<file path="src/rtl/nmi_bus_arbiter.sv">
// Round-robin two-master NMI arbiter with one outstanding access.
// A watchdog completes unanswered accesses and records the address.
module nmi_bus_arbiter #(
  parameter int          TIMEOUT_CYC = 255,
  parameter logic [31:0] ERR_RDATA   = 32'hDEAD_BEEF
) (
  input  logic        clk_i,
  input  logic        rst_i,
  input  logic        m0_valid,
  input  logic [31:0] m0_addr,
  input  logic [31:0] m0_wdata,
  input  logic [3:0]  m0_wstrb,
  output logic        m0_ready,
  output logic [31:0] m0_rdata,
  input  logic        m1_valid,
  input  logic [31:0] m1_addr,
  input  logic [31:0] m1_wdata,
  input  logic [3:0]  m1_wstrb,
  output logic        m1_ready,
  output logic [31:0] m1_rdata,
  output logic        s_valid,
  output logic [31:0] s_addr,
  output logic [31:0] s_wdata,
  output logic [3:0]  s_wstrb,
  input  logic        s_ready,
  input  logic [31:0] s_rdata,
  output logic        err_o,
  output logic [31:0] err_addr_o,
  input  logic        err_clr_i
);

  localparam int CW = $clog2(TIMEOUT_CYC + 1);
  localparam logic [CW-1:0] CNT_LAST = CW'(TIMEOUT_CYC - 1);

  typedef enum logic [1:0] {
    IDLE = 2'd0,
    BUSY = 2'd1,
    ERR  = 2'd2
  } state_t;

  state_t        state;
  logic          grant;
  logic          last_grant;
  logic [CW-1:0] count;

  logic in_busy;
  logic in_err;
  logic g_valid;
  logic s_done;
  logic done;

  assign in_busy = (state == BUSY);
  assign in_err  = (state == ERR);
  assign g_valid = grant ? m1_valid : m0_valid;

  // Slave side follows the granted master only while BUSY.
  assign s_valid = in_busy & g_valid;
  assign s_addr  = in_busy ? (grant ? m1_addr  : m0_addr)  : '0;
  assign s_wdata = in_busy ? (grant ? m1_wdata : m0_wdata) : '0;
  assign s_wstrb = in_busy ? (grant ? m1_wstrb : m0_wstrb) : '0;

  // Completion is either the slave answering or the watchdog cycle.
  assign s_done   = s_valid & s_ready;
  assign done     = s_done | in_err;
  assign m0_ready = ~grant & done;
  assign m1_ready = grant & done;
  assign m0_rdata = m0_ready ? (in_err ? ERR_RDATA : s_rdata) : '0;
  assign m1_rdata = m1_ready ? (in_err ? ERR_RDATA : s_rdata) : '0;

  // Arbitration FSM, watchdog counter and sticky error capture.
  always_ff @(posedge clk_i) begin
    if (rst_i) begin
      state      <= IDLE;
      grant      <= 1'b0;
      last_grant <= 1'b1;
      count      <= '0;
      err_o      <= 1'b0;
      err_addr_o <= '0;
    end else begin
      if (err_clr_i) err_o <= 1'b0;
      unique case (state)
        IDLE: begin
          if (m0_valid | m1_valid) begin
            grant <= (m0_valid & m1_valid) ? ~last_grant : m1_valid;
            count <= '0;
            state <= BUSY;
          end
        end
        BUSY: begin
          if (!g_valid) begin
            state <= IDLE;
          end else if (s_ready) begin
            last_grant <= grant;
            state      <= IDLE;
          end else if (count == CNT_LAST) begin
            err_addr_o <= s_addr;
            state      <= ERR;
          end else begin
            count <= count + CW'(1);
          end
        end
        ERR: begin
          err_o      <= 1'b1;
          last_grant <= grant;
          state      <= IDLE;
        end
        default: state <= IDLE;
      endcase
    end
  end

endmodule

</file>
<file path="config.mk">
export PLATFORM = sky130hd
export DESIGN_NAME = nmi_bus_arbiter
export DESIGN_NICKNAME = d
export VERILOG_FILES = /design/src/rtl/nmi_bus_arbiter.sv
export SDC_FILE = /design/constraint.sdc
export NUM_CORES = 1
export LEC_CHECK = 0
export ABC_AREA = 1
export ABC_CLOCK_PERIOD_IN_PS = 1710
export BUFFER_PORTS_ARGS = -buffer_cell sky130_fd_sc_hd__buf_4
export CAP_MARGIN = 10
export CORE_AREA = 2 2 134 136
export CTS_CLUSTER_SIZE = 20
export DETAILED_ROUTE_END_ITERATION = 10
export DIE_AREA = 0 0 136 138
export PLACE_DENSITY_LB_ADDON = 0.2
export SLEW_MARGIN = 20
export SYNTH_ARGS = -nofsm -noshare
export SYNTH_HDL_FRONTEND = slang
export SYNTH_SLANG_ARGS = --single-unit
</file>
<file path="constraint.sdc">
create_clock -name clk_i -period 1.71 [get_ports clk_i]
set_input_delay 0.342 -clock clk_i [delete_from_list [all_inputs] [get_ports clk_i]]
set_output_delay 0.342 -clock clk_i [all_outputs]
set_load 0.02 [all_outputs]
</file>
# --- Word-level counts from Yosys, hierarchy flattened ---
# Index checks and enable logic that the tools add are counted.
# Widths: inputs -> output; s select.
classes:
  multipliers: 0
  n_bitwise: 10
  reduce_logical: 9
  n_eq_ne: 9
  shift: 0
  addsub: 1
  n_mux: 26
  n_lt_le_gt_ge: 0
  div: 0
op_table:
  columns: ["operator", "count"]
  rows:
  - ["$mux 32", 7]
  - ["$mux 8", 4]
  - ["$pmux 8 s2", 1]
  - ["$add 8x1->8 const B", 1]
  - ["$eq 8x8->1 const B", 1]
  - ["$mux 2", 4]
  - ["$mux 4", 2]
  - ["$ne 2x2->1 const B", 4]
  - ["$mux 1", 6]
  - ["$reduce_bool 2->1", 3]
  - ["$and 1x1->1", 5]
  - ["$reduce_and 5->1", 1]
  - ["$ne 4x3->1 const B", 1]
  - ["$pmux 2 s2", 1]
  - ["$reduce_and 2->1", 2]
  - ["$reduce_and 4->1", 1]
  - ["$not 1->1", 3]
  - ["$reduce_and 3->1", 1]
  - ["$eq 2x1->1 const B", 1]
  - ["$eq 2x2->1 const B", 1]
  - ["$logic_not 2->1", 1]
  - ["$ne 2x1->1 const B", 1]
  - ["$or 1x1->1", 2]
  - ["$pmux 1 s2", 1]
word_totals:
  mem_bits_rw: 0
  out_inout_bits: 168
  mem_count: 0
  input_bits: 174
  romBits: 0
  word_cells: 61
  register_bits: 45
  latchBits: 0

# --- Longest topological paths before layout ---
logic_depth:
  depth_word: 6
  mapped_depth: 11

# --- Least setup slack after synthesis ---
# Ideal clock, no wire load.
synth_timing:
  kind: "register to output"
  startpoint: "register grant"
  endpoint: "output m1_rdata[14]"
  arrival_ns: 1.480
  path_buffers: 1
  path_stages_with_launch: 11
  path_slack_ns: -0.112
  t_required_ns: 1.368
  path_cell_list: "dfxtp_1 buf_6 inv_4 nand2_1 nand2_1 nand2_4 inv_2 nand2_2 nand2_4 nand2_4 nor3_1"
synth_between:
  elab_chain_len: 6
synth_rtl:
  columns: ["item", "line", "source"]
  rows:
  - ["from (decl)", "42", "logic grant;"]
  - ["from (signal assigned)", "84", "grant <= (m0_valid & m1_valid) ? ~last_grant : m1_valid;"]
  - ["$mux 1", "54", "assign g_valid = grant ? m1_valid : m0_valid;"]
  - ["$and 1x1->1", "57", "assign s_valid = in_busy & g_valid;"]
  - ["named net s_valid", "21", "output logic s_valid,"]
  - ["$and 1x1->1", "63", "assign s_done = s_valid & s_ready;"]
  - ["$or 1x1->1", "64", "assign done = s_done | in_err;"]
  - ["$and 1x1->1", "66", "assign m1_ready = grant & done;"]
  - ["$mux 32", "68", "assign m1_rdata = m1_ready ? (in_err ? ERR_RDATA : s_rdata) : '0;"]
  - ["to (decl)", "20", "output logic [31:0] m1_rdata,"]
# The timed path passes the listed nets, and every way through them passes these cells.

# --- Worst setup path in the final report ---
layout_timing:
  startpoint: "register grant"
  endpoint: "output m0_rdata[22]"
layout_between:
  elab_chain_len: 6
layout_rtl:
  columns: ["item", "line", "source"]
  rows:
  - ["$mux 1", "54", null]
  - ["$and 1x1->1", "57", null]
  - ["$and 1x1->1", "63", null]
  - ["$or 1x1->1", "64", null]
  - ["$and 1x1->1 *", "65", "assign m0_ready = ~grant & done;"]
  - ["$mux 32 *", "67", "assign m0_rdata = m0_ready ? (in_err ? ERR_RDATA : s_rdata) : '0;"]
  - ["to (decl)", "14", "output logic [31:0] m0_rdata,"]
# Mark *: on every way between the ends. The rest lies on a longest branch, timed or not.

==> impl_metrics.csv <==
group,metric,value,unit
routing,routed-via-count,5347,
layout,seq_area,907,µm²
cts,clkSinkCount,45,
grt,wire_length_of_the_first_global_routing_pass,26300,µm
worst_setup_path,timing.critical_path.to_type,"output pin",
routing,drtIter0Drc,144,
sta,fin_worst_skew,0.00754,ns
power_and_ir_drop,cellLeakagePower,0.00409,µW
layout,antenna_diodes,0,
floorplanning,die-area,18800,µm²
min_path,hold_path_class,"in2reg",
synthesis,synth.yosys.seq_area_share,0.238,
sta,fmax,492,MHz
placement,place.port_buffers,341,
run_status,failed_checks,"setup timing",
min_path,timing.hold.worst_path_depth,2,
power_and_ir_drop,power.density,447,nW/µm²
synthesis,yosys.area.top_type,"dfxtp_1",
worst_setup_path,timing.critical_path.fanout_max,6,
cts,root_buffer_master,"clkbuf_16",
cts,clockBufferDepth,2,
sta,setup_viol,134,
layout,syn2layout_area_growth,121,%
synthesis,synthesis.area_per_instance,6.19,µm²
routing,drt-pass1-iter-count,4,
cts,worst_setup_hold_path_clk_slew,0.06,ns
grt,global_route.overflow_total,0,
sta,grt_setup_unrepaired,"true",
synthesis,post_synth_num_cell_types,30,
worst_setup_path,cp_cell_sequence,"inv_4 > nand2_2 > nand2_2 > nand2_4 > clkinv_4 > nand2_4 > nand2_8 > nand2_8 > buf_8 > nor3_2 > buf_4",
sta,tightest_pin_transition,0.410,ns
grt,initial_antenna_violation_count,0,
cts,clock_tree_from_tritoncts,"built",
synthesis,netlist_top_cells_count,"120 x nand2_1, 85 x nor2_1, 65 x inv_1",
run,max-cap-violations,0,
worst_setup_path,capturing_point_of_the_worst_reg2reg_path,"err_addr_o[14]",
worst_setup_path,r2r_setup_slack,0.05,ns
grt,grt_pass1_vias,4941,
cts,cts_inserted_buffers,5,
floorplanning,die_w,136,µm
layout,nets,1183,
sta,finalHoldViolCount,0,
placement,post-place-cells,1194,
layout,multi_input_area,2800,µm²
cts,worstSkewPairLatency,0.29,ns
sta,period_utilization_post_route,1.19,
floorplanning,initial_utilization,0.216,
placement,place_congestion,0.788,
grt,grt_max_degree,51,
worst_setup_path,critPathArrivalTime,1.69,ns
worst_setup_path,worstSetupStartpointType,"register",
routing,routed_wirelength,18400,µm
floorplanning,core_area,17500,µm²
placement,hpwl,13300,µm
run_status,outcome,"finished with violations",
synthesis,yosysMostFrequentCell,"nand2_1",
sta,timing.hold.ws,0.285,ns
sta,report.final.slew_viol_count,0,
synthesis,mappedNetlistArea,3790,µm²
synthesis,ys.flop_type,"dfxtp_1",
layout,stdcell_count,1237,
sta,slew_headroom,0.727,
worst_setup_path,critical_path_required,1.37,ns
routing,final_antenna_net_count,0,
synthesis,synth-warning-count,0,
synthesis,synth.ff_latch_count,45,
routing,route.detailed.drc,0,
worst_setup_path,crit_path_max_incr_delay,0.36,ns
synthesis,synth.net_count,788,
grt,globalRouteTotalUtil,0.176,
min_path,whs_endpoint,"grant",
floorplanning,die_height,138,µm
routing,viasPerCell,4.32,
layout,filler_cell_count,1786,
cts,ctsHtreeMaxLevel,2,
worst_setup_path,kind_of_critical_path,"reg2out",
synthesis,cell_types_with_the_largest_area_share_after_synthesis,"dfxtp_1 24%, nand2_1 12%, a21oi_2 11%, nor2_1 8.4%, a21oi_1 7.0%",
routing,routedWlPerCell,14.9,µm
floorplanning,pin_count,342,
synthesis,synth-edff-count,0,
sta,finalWorstSetupSlack,-0.321,ns
power_and_ir_drop,ir_worst_vdd,0.000349,V
synthesis,synth.top_cell.area_share,0.238,
worst_setup_path,rr_startpoint,"grant",
floorplanning,fp-row-count,49,
layout,drive_gt1_frac,0.627,
worst_setup_path,timing.critical_path.slowest_stage_cell,"dfxtp_4",
synthesis,syn-instance-count,612,
min_path,worst_hold_startpoint,"rst_i",
sta,post-route-min-period,2.03,ns
synthesis,synth_async_reset_ratio,0,
worst_setup_path,worstRegToRegCells,10,
cts,hold_fix_buffer_count_after_cts,0,
[stage by stage]
stage          total power, µW  instance area, µm²  utilization  TNS (ns)  setup WS, ns
6_report                  3750                8370        0.477    -27.44        -0.321
4_1_cts                   3590                7590        0.433    -24.15        -0.290
3_3_place_gp              2450                6990        0.398    -0.973       -0.0485
3_5_place_dp              2450                6990        0.398     -1.59       -0.0749
2_1_floorplan             1710                3850            -    -0.376       -0.0510
5_1_grt                   3970                8370        0.477    -37.31        -0.390
[report_power, final]
part	switching, µW	internal [µW]
clock	439	545
sequential	15.4	1060
combinational	806	879
[how the worst max path moves through the flow]
stage                        end  cells past startpoint  slack, ns      from
CTS                 m1_rdata[17]                     11      -0.29     grant
finish              m0_rdata[22]                     11      -0.32     grant
global placement     m1_rdata[3]                     11      -0.05  m1_valid
detailed placement  m1_rdata[31]                     11      -0.07  m1_valid
floorplan           m1_rdata[14]                     10      -0.05     grant
global route        m0_rdata[22]                     11      -0.39     grant
[state kept, by name, indices dropped and copies added (netlist names)]
name,flops
err_addr_o,32
count,8
state,2
err_o,1
grant,1
last_grant,1
[metal layers]
| layer | track usage | routed length, µm | up-vias |
|---|---|---|---|
| li1 | - | - | 2722 |
| met4 | 0.0592 | 452 | 0 |
| met1 | 0.203 | 6970 | 2394 |
| met5 | 0 | 0 | - |
| met2 | 0.319 | 9740 | 212 |
| met3 | 0.0345 | 1280 | 19 |
[logic make-up after synthesis]
group,count (synthesis),share of synthesized area
simple gates,308,0.375
compound gates,140,0.234
fa+ha+maj,2,0.00660
xor+xnor,1,0.00231
buf+inv,116,0.144
flops,45,0.238
[worst max-delay path, delay by kind of cell (launching register included)]
| family | cells | cell delay [ns] |
|---|---|---|
| buffers and inverters | 4 | 0.47 |
| and+or+nand+nor | 7 | 0.56 |
| DFF | 1 | 0.36 |
[repair_timing]
action / CTS / global route
setup buffers: 12 / 14
cloned: 2 / 8
resized for setup: 79 / 134
endpoints found under the setup margin: 134 / 143
pin swaps: 5 / 45
[layout by cell type (no fill, tap or decap), drive strengths merged]
cell | Yosys | final
nor2 | 87 | 87
inv | 69 | 68
nand4 | 1 | 1
nand2 | 127 | 127
nor3 | 19 | 19
or2 | 42 | 42
ha | 2 | 2
a21oi | 101 | 101
clkbuf | 9 | 11
dfxtp | 45 | 45
xor2 | 1 | 1
buf | 36 | 427
o21bai | 2 | 2
nand3 | 31 | 31
nand3b | 1 | 1
o21ai | 37 | 37
clkinv | 2 | 6
[layout make-up]
cell class | instances | area share
timing repair buffer | 433 | 0.472
inverter | 71 | 0.0335
multi-input combinational | 451 | 0.334
sequential | 45 | 0.108
clock buffer | 5 | 0.0149
tap | 229 | 0.0342
clock inverter | 3 | 0.00269
No activity file was read; power rests on OpenSTA's default activity.
